[src/rtl/mem_arbiter.sv]
`default_nettype none
// ============================================================================
// Module   : mem_arbiter
// Purpose  : Shares one memory port between the instruction fetch unit
//            (read-only) and the load/store unit (read/write). Round-robin
//            arbitration, one outstanding transaction, request payload
//            registered so it stays stable for the whole memory handshake.
// Ports    : i_clk, i_rst          clock, synchronous active-high reset
//            i_ifu_* / o_ifu_*     IFU request (valid/ready/addr) + response
//            i_lsu_* / o_lsu_*     LSU request (valid/ready/wen/addr/wdata/
//                                  wmask) + response
//            o_mem_* / i_mem_*     registered memory request + response
//            o_busy                transaction in progress (state != IDLE)
//            o_err                 sticky: memory response seen outside WAIT
// Revision : 1.0 - initial release
// ============================================================================
module mem_arbiter #(
  parameter int AW = 32,
  parameter int DW = 32
) (
  input  logic            i_clk,
  input  logic            i_rst,

  input  logic            i_ifu_valid,
  output logic            o_ifu_ready,
  input  logic [AW-1:0]   i_ifu_addr,
  output logic            o_ifu_rvalid,
  output logic [DW-1:0]   o_ifu_rdata,

  input  logic            i_lsu_valid,
  output logic            o_lsu_ready,
  input  logic            i_lsu_wen,
  input  logic [AW-1:0]   i_lsu_addr,
  input  logic [DW-1:0]   i_lsu_wdata,
  input  logic [DW/8-1:0] i_lsu_wmask,
  output logic            o_lsu_rvalid,
  output logic [DW-1:0]   o_lsu_rdata,

  output logic            o_mem_valid,
  input  logic            i_mem_ready,
  output logic            o_mem_wen,
  output logic [AW-1:0]   o_mem_addr,
  output logic [DW-1:0]   o_mem_wdata,
  output logic [DW/8-1:0] o_mem_wmask,
  input  logic            i_mem_rvalid,
  input  logic [DW-1:0]   i_mem_rdata,

  output logic            o_busy,
  output logic            o_err
);

  typedef enum logic [1:0] {
    S_IDLE = 2'd0,
    S_REQ  = 2'd1,
    S_WAIT = 2'd2
  } state_e;

  typedef enum logic {
    OWN_IFU = 1'b0,
    OWN_LSU = 1'b1
  } owner_e;

  state_e           state_q, state_d;
  owner_e           owner_q, owner_d;
  owner_e           last_grant_q, last_grant_d;
  logic             wen_q, wen_d;
  logic [AW-1:0]    addr_q, addr_d;
  logic [DW-1:0]    wdata_q, wdata_d;
  logic [DW/8-1:0]  wmask_q, wmask_d;
  logic             err_q, err_d;

  logic             ifu_grant;
  logic             lsu_grant;
  logic             ifu_rsp;
  logic             lsu_rsp;

  // Tie-break: the requester that did not win last time gets the grant.
  // last_grant resets to IFU, so the LSU wins the first tie after reset.
  always_comb begin
    ifu_grant = 1'b0;
    lsu_grant = 1'b0;
    if (state_q == S_IDLE && !i_rst) begin
      lsu_grant = i_lsu_valid && (!i_ifu_valid || last_grant_q == OWN_IFU);
      ifu_grant = i_ifu_valid && (!i_lsu_valid || last_grant_q == OWN_LSU);
    end
  end

  always_comb begin
    state_d      = state_q;
    owner_d      = owner_q;
    last_grant_d = last_grant_q;
    wen_d        = wen_q;
    addr_d       = addr_q;
    wdata_d      = wdata_q;
    wmask_d      = wmask_q;
    // Any memory response outside WAIT is stray (includes one that arrives
    // together with i_mem_ready in REQ).
    err_d        = err_q | (i_mem_rvalid && state_q != S_WAIT);
    ifu_rsp      = 1'b0;
    lsu_rsp      = 1'b0;

    case (state_q)
      S_IDLE: begin
        if (lsu_grant) begin
          owner_d      = OWN_LSU;
          last_grant_d = OWN_LSU;
          wen_d        = i_lsu_wen;
          addr_d       = i_lsu_addr;
          wdata_d      = i_lsu_wdata;
          // Reads always present an all-zero strobe to memory.
          wmask_d      = i_lsu_wen ? i_lsu_wmask : '0;
          state_d      = S_REQ;
        end else if (ifu_grant) begin
          owner_d      = OWN_IFU;
          last_grant_d = OWN_IFU;
          wen_d        = 1'b0;
          addr_d       = i_ifu_addr;
          wdata_d      = '0;
          wmask_d      = '0;
          state_d      = S_REQ;
        end
      end
      S_REQ: begin
        if (i_mem_ready) begin
          state_d = S_WAIT;
        end
      end
      S_WAIT: begin
        if (i_mem_rvalid) begin
          // Suppressed during reset: an in-flight transaction is dropped.
          ifu_rsp = !i_rst && owner_q == OWN_IFU;
          lsu_rsp = !i_rst && owner_q == OWN_LSU;
          state_d = S_IDLE;
        end
      end
      default: begin
        state_d = S_IDLE;
      end
    endcase
  end

  always_ff @(posedge i_clk) begin
    if (i_rst) begin
      state_q      <= S_IDLE;
      owner_q      <= OWN_IFU;
      last_grant_q <= OWN_IFU;
      wen_q        <= 1'b0;
      addr_q       <= '0;
      wdata_q      <= '0;
      wmask_q      <= '0;
      err_q        <= 1'b0;
    end else begin
      state_q      <= state_d;
      owner_q      <= owner_d;
      last_grant_q <= last_grant_d;
      wen_q        <= wen_d;
      addr_q       <= addr_d;
      wdata_q      <= wdata_d;
      wmask_q      <= wmask_d;
      err_q        <= err_d;
    end
  end

  assign o_ifu_ready  = ifu_grant;
  assign o_lsu_ready  = lsu_grant;

  assign o_ifu_rvalid = ifu_rsp;
  assign o_lsu_rvalid = lsu_rsp;
  assign o_ifu_rdata  = ifu_rsp ? i_mem_rdata : '0;
  assign o_lsu_rdata  = lsu_rsp ? i_mem_rdata : '0;

  assign o_mem_valid  = (state_q == S_REQ);
  assign o_mem_wen    = wen_q;
  assign o_mem_addr   = addr_q;
  assign o_mem_wdata  = wdata_q;
  assign o_mem_wmask  = wmask_q;

  assign o_busy       = (state_q != S_IDLE);
  assign o_err        = err_q;

endmodule
`default_nettype wire

[config.mk]
export PLATFORM = sky130hd
export DESIGN_NAME = mem_arbiter
export DESIGN_NICKNAME = d
export VERILOG_FILES = /design/src/rtl/mem_arbiter.sv
export SDC_FILE = /design/constraint.sdc
export NUM_CORES = 1
export LEC_CHECK = 0
export ABC_AREA = 1
export BUFFER_PORTS_ARGS = -buffer_cell sky130_fd_sc_hd__buf_2
export CAP_MARGIN = 40
export CORE_ASPECT_RATIO = 1.75
export CORE_MARGIN = 4
export CORE_UTILIZATION = 28
export DETAILED_ROUTE_END_ITERATION = 12
export GPL_ROUTABILITY_DRIVEN = 1
export PLACE_DENSITY = 0.7
export SYNTH_ARGS = -nofsm -noshare
export SYNTH_HDL_FRONTEND = slang
export SYNTH_SLANG_ARGS = --single-unit
[constraint.sdc]
create_clock -name i_clk -period 3.9 [get_ports i_clk]
set_input_delay 1.17 -clock i_clk [delete_from_list [all_inputs] [get_ports i_clk]]
set_output_delay 1.17 -clock i_clk [all_outputs]
set_load 0.02 [all_outputs]
==> impl_metrics.csv, run 1 <==
group,metric,value,unit
run_status,outcome,"completed",
power,internal-power,1600,uW
setup_path,reg2reg_depth,10,
clocking,cts_buffer_depth,2,
power,pwr-share-comb,34.9,%
min_path,hold_depth,2,
clocking,cts.htree.levels,3,
grt,antenna_found_initial,0,
power,cellPowerDensity,489,mW/mm2
die,die_h,154,um
drt,drt-initial-drc-count,139,
power,power.switching,966,uW
setup_path,rrSetupSlack,1.95,ns
power,clkPwrFrac,29.2,%
clocking,root_buffer,"clkbuf_16",
drt,first_pass_iters,4,
drt,drc,0,
min_path,hold_end,"o_mem_wdata[30]",
yosys,synth.area.top_cells,"dfxtp_1 (43%), nand2_1 (19%), nor2_1 (15%)",
setup_path,crit_path_end_kind,"output pin",
setup_path,rr_startpoint,"state_q[1]",
timing,final_hold_viol_count,0,
timing,finClkSkew,0.00468,ns
timing,period_needed,3.49,ns
yosys,synth.distinct_cells,17,
min_path,holdCritStartpoint,"o_mem_wdata[30]",
grt,grt_pass1_wl,19500,um
setup_path,cp.required,2.73,ns
timing,max_slew.worst_pin.slew,0.643,ns
drt,detail_route.wl_per_cell,12.5,um
placed_design,place_congestion,0.828,
clocking,cts_tree,"built",
power,peakVddDrop,0.337,mV
die,io_pins,279,
setup_path,r2r_end,"o_mem_wdata[0]",
die,die_area,0.0142,mm2
setup_path,startpoint_type,"input port",
finish,area_growth,52.6,%
setup_path,crit_type,"in -> out",
finish,layout.nets,952,
setup_path,cp_data_arrival_time,2.32,ns
clocking,cts_resized,0,
timing,max_freq,0.286,GHz
setup_path,critical_path.max_fanout,27,
finish,insertedDiodeCount,0,
yosys,ys_seq_elements,73,
yosys,synth_top_area_cell,"dfxtp_1",
timing,finalSetupViolCount,0,
placed_design,hpwl,9350,um
timing,finalCritPeriodShare,89.6,%
grt,grt_usage,16.7,%
yosys,synth-seq-area-share,42.6,%
placed_design,io_buffers,278,
job,cap_violations,0,
power,seq_power_share,35.9,%
drt,route.vias.total,4176,
timing,final.setup.tns,0,ns
yosys,synth_nets,687,
die,initial_core_util,28.6,%
timing,maxSlewViolCount,0,
die,num_rows,53,
grt,grt_overflow,0,
yosys,syn_area_per_cell,6.27,um2
die,die_w,91.7,um
min_path,hp-class,"reg -> reg",
power,leakagePower,0.00306,uW
yosys,synth_top_area_share,42.6,%
clocking,cts.clk_slew.worst_paths,0.06,ns
grt,grt_max_degree,65,
clocking,cts_made_buffers,9,
clocking,cts_setup_buffers,0,
clocking,clk_latency,0.32,ns
drt,ant_nets,0,
timing,whs,0.459,ns
clocking,cts_sinks,73,
timing,relSlewSlack,57.1,%
yosys,synthesis.instances,548,
finish,drive_gt1_share,37.9,%
yosys,yosys_warnings,0,
yosys,syn-cell-area,0.00343,mm2
drt,wl,12200,um
die,core,0.0120,mm2
power,swShare,37.7,%
grt,grt_pass1_vias,3983,
drt,viasPerCell,4.25,
timing,rsz0062_at_grt,"false",
clocking,cts_hold_buf,0,
-- cell usage after synthesis --
cell type / n
buf_2: 12
dfxtp_1: 73
clkbuf_1: 10
nor3_1: 1
nand3_1: 3
inv_2: 4
nor2_1: 134
nand2_4: 1
buf_4: 8
a21boi_0: 1
o21ai_0: 34
inv_1: 46
nor2_4: 1
nand2_1: 175
buf_6: 3
a21oi_1: 40
nand2_2: 2
-- registers in the layout (all words and copies together), names as in the netlist --
name          count
o_err             1
o_mem_wen         1
last_grant_q      1
o_mem_wmask       4
state_q           2
o_mem_wdata      32
o_mem_addr       32
-- power groups by stage --
stage	clock network, uW	logic, uW	registers [uW]
after floorplan	0	459	1070
after global placement	0	895	933
after detailed placement	0	906	936
after CTS	779	908	921
after global routing	813	994	936
final	747	894	921
-- cell type report --
type                    count  area [um2]
clock buffers              10         229
clock inverters             6        43.8
fillers                  1317        6760
inverters                  50         188
multi-input cells         392        1590
flip-flops and latches     73        1460
well taps                 165         206
repair buffers            287        1520
-- worst max-delay path by stage --
stage | from | to | slack [ns] | depth (start not counted)
floorplan | i_mem_rvalid | o_ifu_rdata[10] | 0.28 | 5
CTS | i_rst | o_lsu_rdata[21] | 0.29 | 7
global placement | i_mem_rvalid | o_ifu_rdata[2] | 0.30 | 6
global route | i_mem_rvalid | o_ifu_rdata[4] | 0.23 | 7
detailed placement | i_rst | o_lsu_rdata[6] | 0.29 | 7
finish | i_mem_rvalid | o_ifu_rdata[9] | 0.41 | 7
-- worst max-delay path, stage by stage --
cell	delay (ns)
buf_2	0.10
nand3_1	0.12
nor3_1	0.23
inv_1	0.21
buf_16	0.21
nor2_1	0.09
buf_2	0.18
-- cells in the final DEF (no fill, tap or decap), drive strengths merged --
master    count
buf         287
clkinv        1
clkbuf       10
clkinvlp      4
nand2       178
nand3         3
dfxtp        73
o21ai        34
nor3          1
nor2        135
inv          51
a21oi        40
a21boi        1
-- per-stage QoR --
| stage | instance area [um2] | setup slack, ns | power [uW] | utilization (%) | std cells |
|---|---|---|---|---|---|
| after floorplan | 3430 | 0.284 | 1530 | - | 548 |
| after global placement | 4880 | 0.300 | 1830 | 40.7 | 964 |
| after detailed placement | 4940 | 0.294 | 1840 | 41.2 | 966 |
| after CTS | 5210 | 0.287 | 2610 | 43.4 | 982 |
| after global routing | 5240 | 0.235 | 2740 | 43.7 | 983 |
| final | 5240 | 0.407 | 2560 | 43.7 | 983 |
-- cells by family (layout without fill, tap and decap cells) --
logic type / count (synthesis) / in the layout / share of synthesized area, %
buf+inv: 83 / 353 / 11.0
compound gates: 75 / 75 / 11.0
simple gates: 317 / 317 / 35.4
flops: 73 / 73 / 42.6
-- layer usage --
layer	track usage [%]	up-vias	routed length, um
li1	-	2178	-
met1	20.1	1830	4880
met2	28.3	157	6070
met3	5.45	11	1080
met4	5.17	0	212
met5	0	-	0
Note: power is estimated with default switching activity, not from simulation.
==> run 2: changes to the inputs <==
PLACE_DENSITY = 0.72   (was 0.7)
clock period = 3.1 ns   (was 3.9 ns; I/O delays follow)
==> run 2 against run 1 <==
  * Combinational power is 25% higher
  * Die area stayed put
  * First-iteration DRC count increased by 35%
  * Sequential power rose by 26%
  * Clock skew up 0.0031 ns
  * Total power increased by 34%
  * Critical endpoint is now o_ifu_rdata[2]
  * Largest cell class unchanged
==> impl_metrics.csv, run 2 (synthesized netlist as in run 1, its figures left out) <==
group,metric,value,unit
run_status,outcome,"completed",
setup_path,max_stage_delay,0.23,ns
finish,final_cell_mix,"buf_2 (278), nand2_1 (175), nor2_1 (134)",
timing,final_hold_viol_count,0,
timing,max_slew.worst_pin.slew,0.648,ns
job,cap_violations,0,
grt,grt_pass1_vias,4043,
drt,ant_nets,0,
power,seq_power_share,33.8,%
die,io_pins,279,
grt,grt_overflow,0,
grt,grt_pass1_wl,19700,um
timing,whs,0.456,ns
power,leakagePower,0.00308,uW
clocking,cts_made_buffers,9,
clocking,cts_resized,0,
die,num_rows,53,
timing,period_needed,2.92,ns
finish,final_area,0.00526,mm2
setup_path,path_common_cell,"buf_2",
drt,route.vias.total,4192,
grt,grt_usage,17.2,%
timing,rsz0062_at_grt,"false",
setup_path,cp.required,2.17,ns
drt,viasPerCell,4.26,
placed_design,place_congestion,0.872,
timing,finClkSkew,0.00780,ns
setup_path,path_delay_family,"buffers and inverters",
placed_design,io_buffers,278,
timing,finalCritPeriodShare,94.3,%
timing,max_freq,0.342,GHz
placed_design,dpl_cell_area,0.00492,mm2
power,power.switching,1220,uW
grt,antenna_found_initial,0,
power,cellPowerDensity,653,mW/mm2
finish,layout.nets,952,
grt,grt_max_degree,65,
power,swShare,35.5,%
setup_path,startpoint_type,"input port",
setup_path,critical_path.max_fanout,32,
clocking,cts.clk_slew.worst_paths,0.06,ns
power,clkPwrFrac,33.6,%
clocking,cts_tree,"built",
min_path,hp-class,"reg -> reg",
clocking,cts_buffer_depth,2,
power,peakVddDrop,0.303,mV
clocking,clk_latency,0.33,ns
setup_path,worst-path-buf-inv,4,
clocking,cts.htree.levels,3,
finish,insertedDiodeCount,0,
setup_path,worstPathCellList,"buf_2 -> nand3_1 -> nor3_2 -> inv_1 -> buf_4 -> nor2_1 -> buf_2",
clocking,cts_sinks,73,
clocking,cts_setup_buffers,0,
timing,finalSetupViolCount,0,
finish,drive_gt1_share,38.1,%
power,internal-power,2220,uW
drt,drt-initial-drc-count,188,
die,die_area,0.0142,mm2
placed_design,hpwl,9750,um
die,die_h,154,um
power,total_power,3440,uW
power,pwr-share-comb,32.6,%
setup_path,crit_type,"in -> out",
finish,area_growth,53.3,%
timing,maxSlewViolCount,0,
die,core,0.0120,mm2
timing,final.setup.tns,0,ns
clocking,root_buffer,"clkbuf_16",
die,initial_core_util,28.6,%
drt,detail_route.wl_per_cell,12.8,um
drt,drc,0,
timing,relSlewSlack,56.8,%
setup_path,cp_data_arrival_time,1.99,ns
setup_path,crit_path_end_kind,"output pin",
clocking,cts_hold_buf,0,
drt,first_pass_iters,4,
drt,wl,12600,um
die,die_w,91.7,um
setup_path,critPathSlowestCell,"buf_4",
finish,final_common_cell,"buf_2",
run 2: cell types whose count changed in the layout (fill, tap and decap cells not counted), moves of 2 or more:
cell / change
bufinv_16: +2
clkinvlp_4: -3
buf_16: -3
buf_4: +2
clkbuf_8: +2
run 2: final timing paths:
path,start,endpoint,slack (ns),cells after the start
worst max-delay path,i_mem_rvalid,o_ifu_rdata[2],0.18,7
worst min register to register,o_mem_wdata[31],o_mem_wdata[31],0.46,2
worst min-delay path,o_mem_wdata[31],o_mem_wdata[31],0.46,2
worst max register to register,state_q[1],o_mem_addr[2],1.39,10
run 2: per-layer routing:
metal / vias to the layer above / share of wire (%) / GRT usage (%)
li1: 2177 / - / -
met1: 1823 / 40 / 19.7
met2: 168 / 50 / 29.2
met3: 24 / 7.9 / 5.55
met4: 0 / 2.9 / 7.51
met5: - / 0 / 0
run 2: cell type report:
class,instances,area (um2)
Clock buffer,11,253
Clock inverter,5,85.1
Fill cell,1316,6740
Inverter,50,188
Multi-Input combinational cell,392,1600
Sequential cell,73,1460
Tap cell,165,206
Timing Repair Buffer,287,1470
run 2: power groups by stage:
| stage | logic [uW] | clock network (uW) | registers, uW |
|---|---|---|---|
| floorplan | 578 | 0 | 1350 |
| global placement | 1130 | 0 | 1170 |
| global route | 1250 | 1220 | 1180 |
| detailed placement | 1140 | 0 | 1180 |
| CTS | 1140 | 1190 | 1160 |
| finish | 1120 | 1150 | 1160 |
run 2: stage by stage:
| stage | cells | util (%) | setup WS [ns] |
|---|---|---|---|
| floorplan | 548 | - | 0.126 |
| global placement | 967 | 41.0 | 0.245 |
| detailed placement | 967 | 41.0 | 0.186 |
| CTS | 983 | 43.8 | 0.177 |
| global route | 983 | 43.8 | 0.0660 |
| finish | 983 | 43.8 | 0.178 |
run 2: worst reg2reg max path: cells and delay by family (launching register included):
family                 cells  cell delay, ns
AND/OR/NAND/NOR            7            0.71
flip-flops                 1            0.34
buffers and inverters      3            0.60
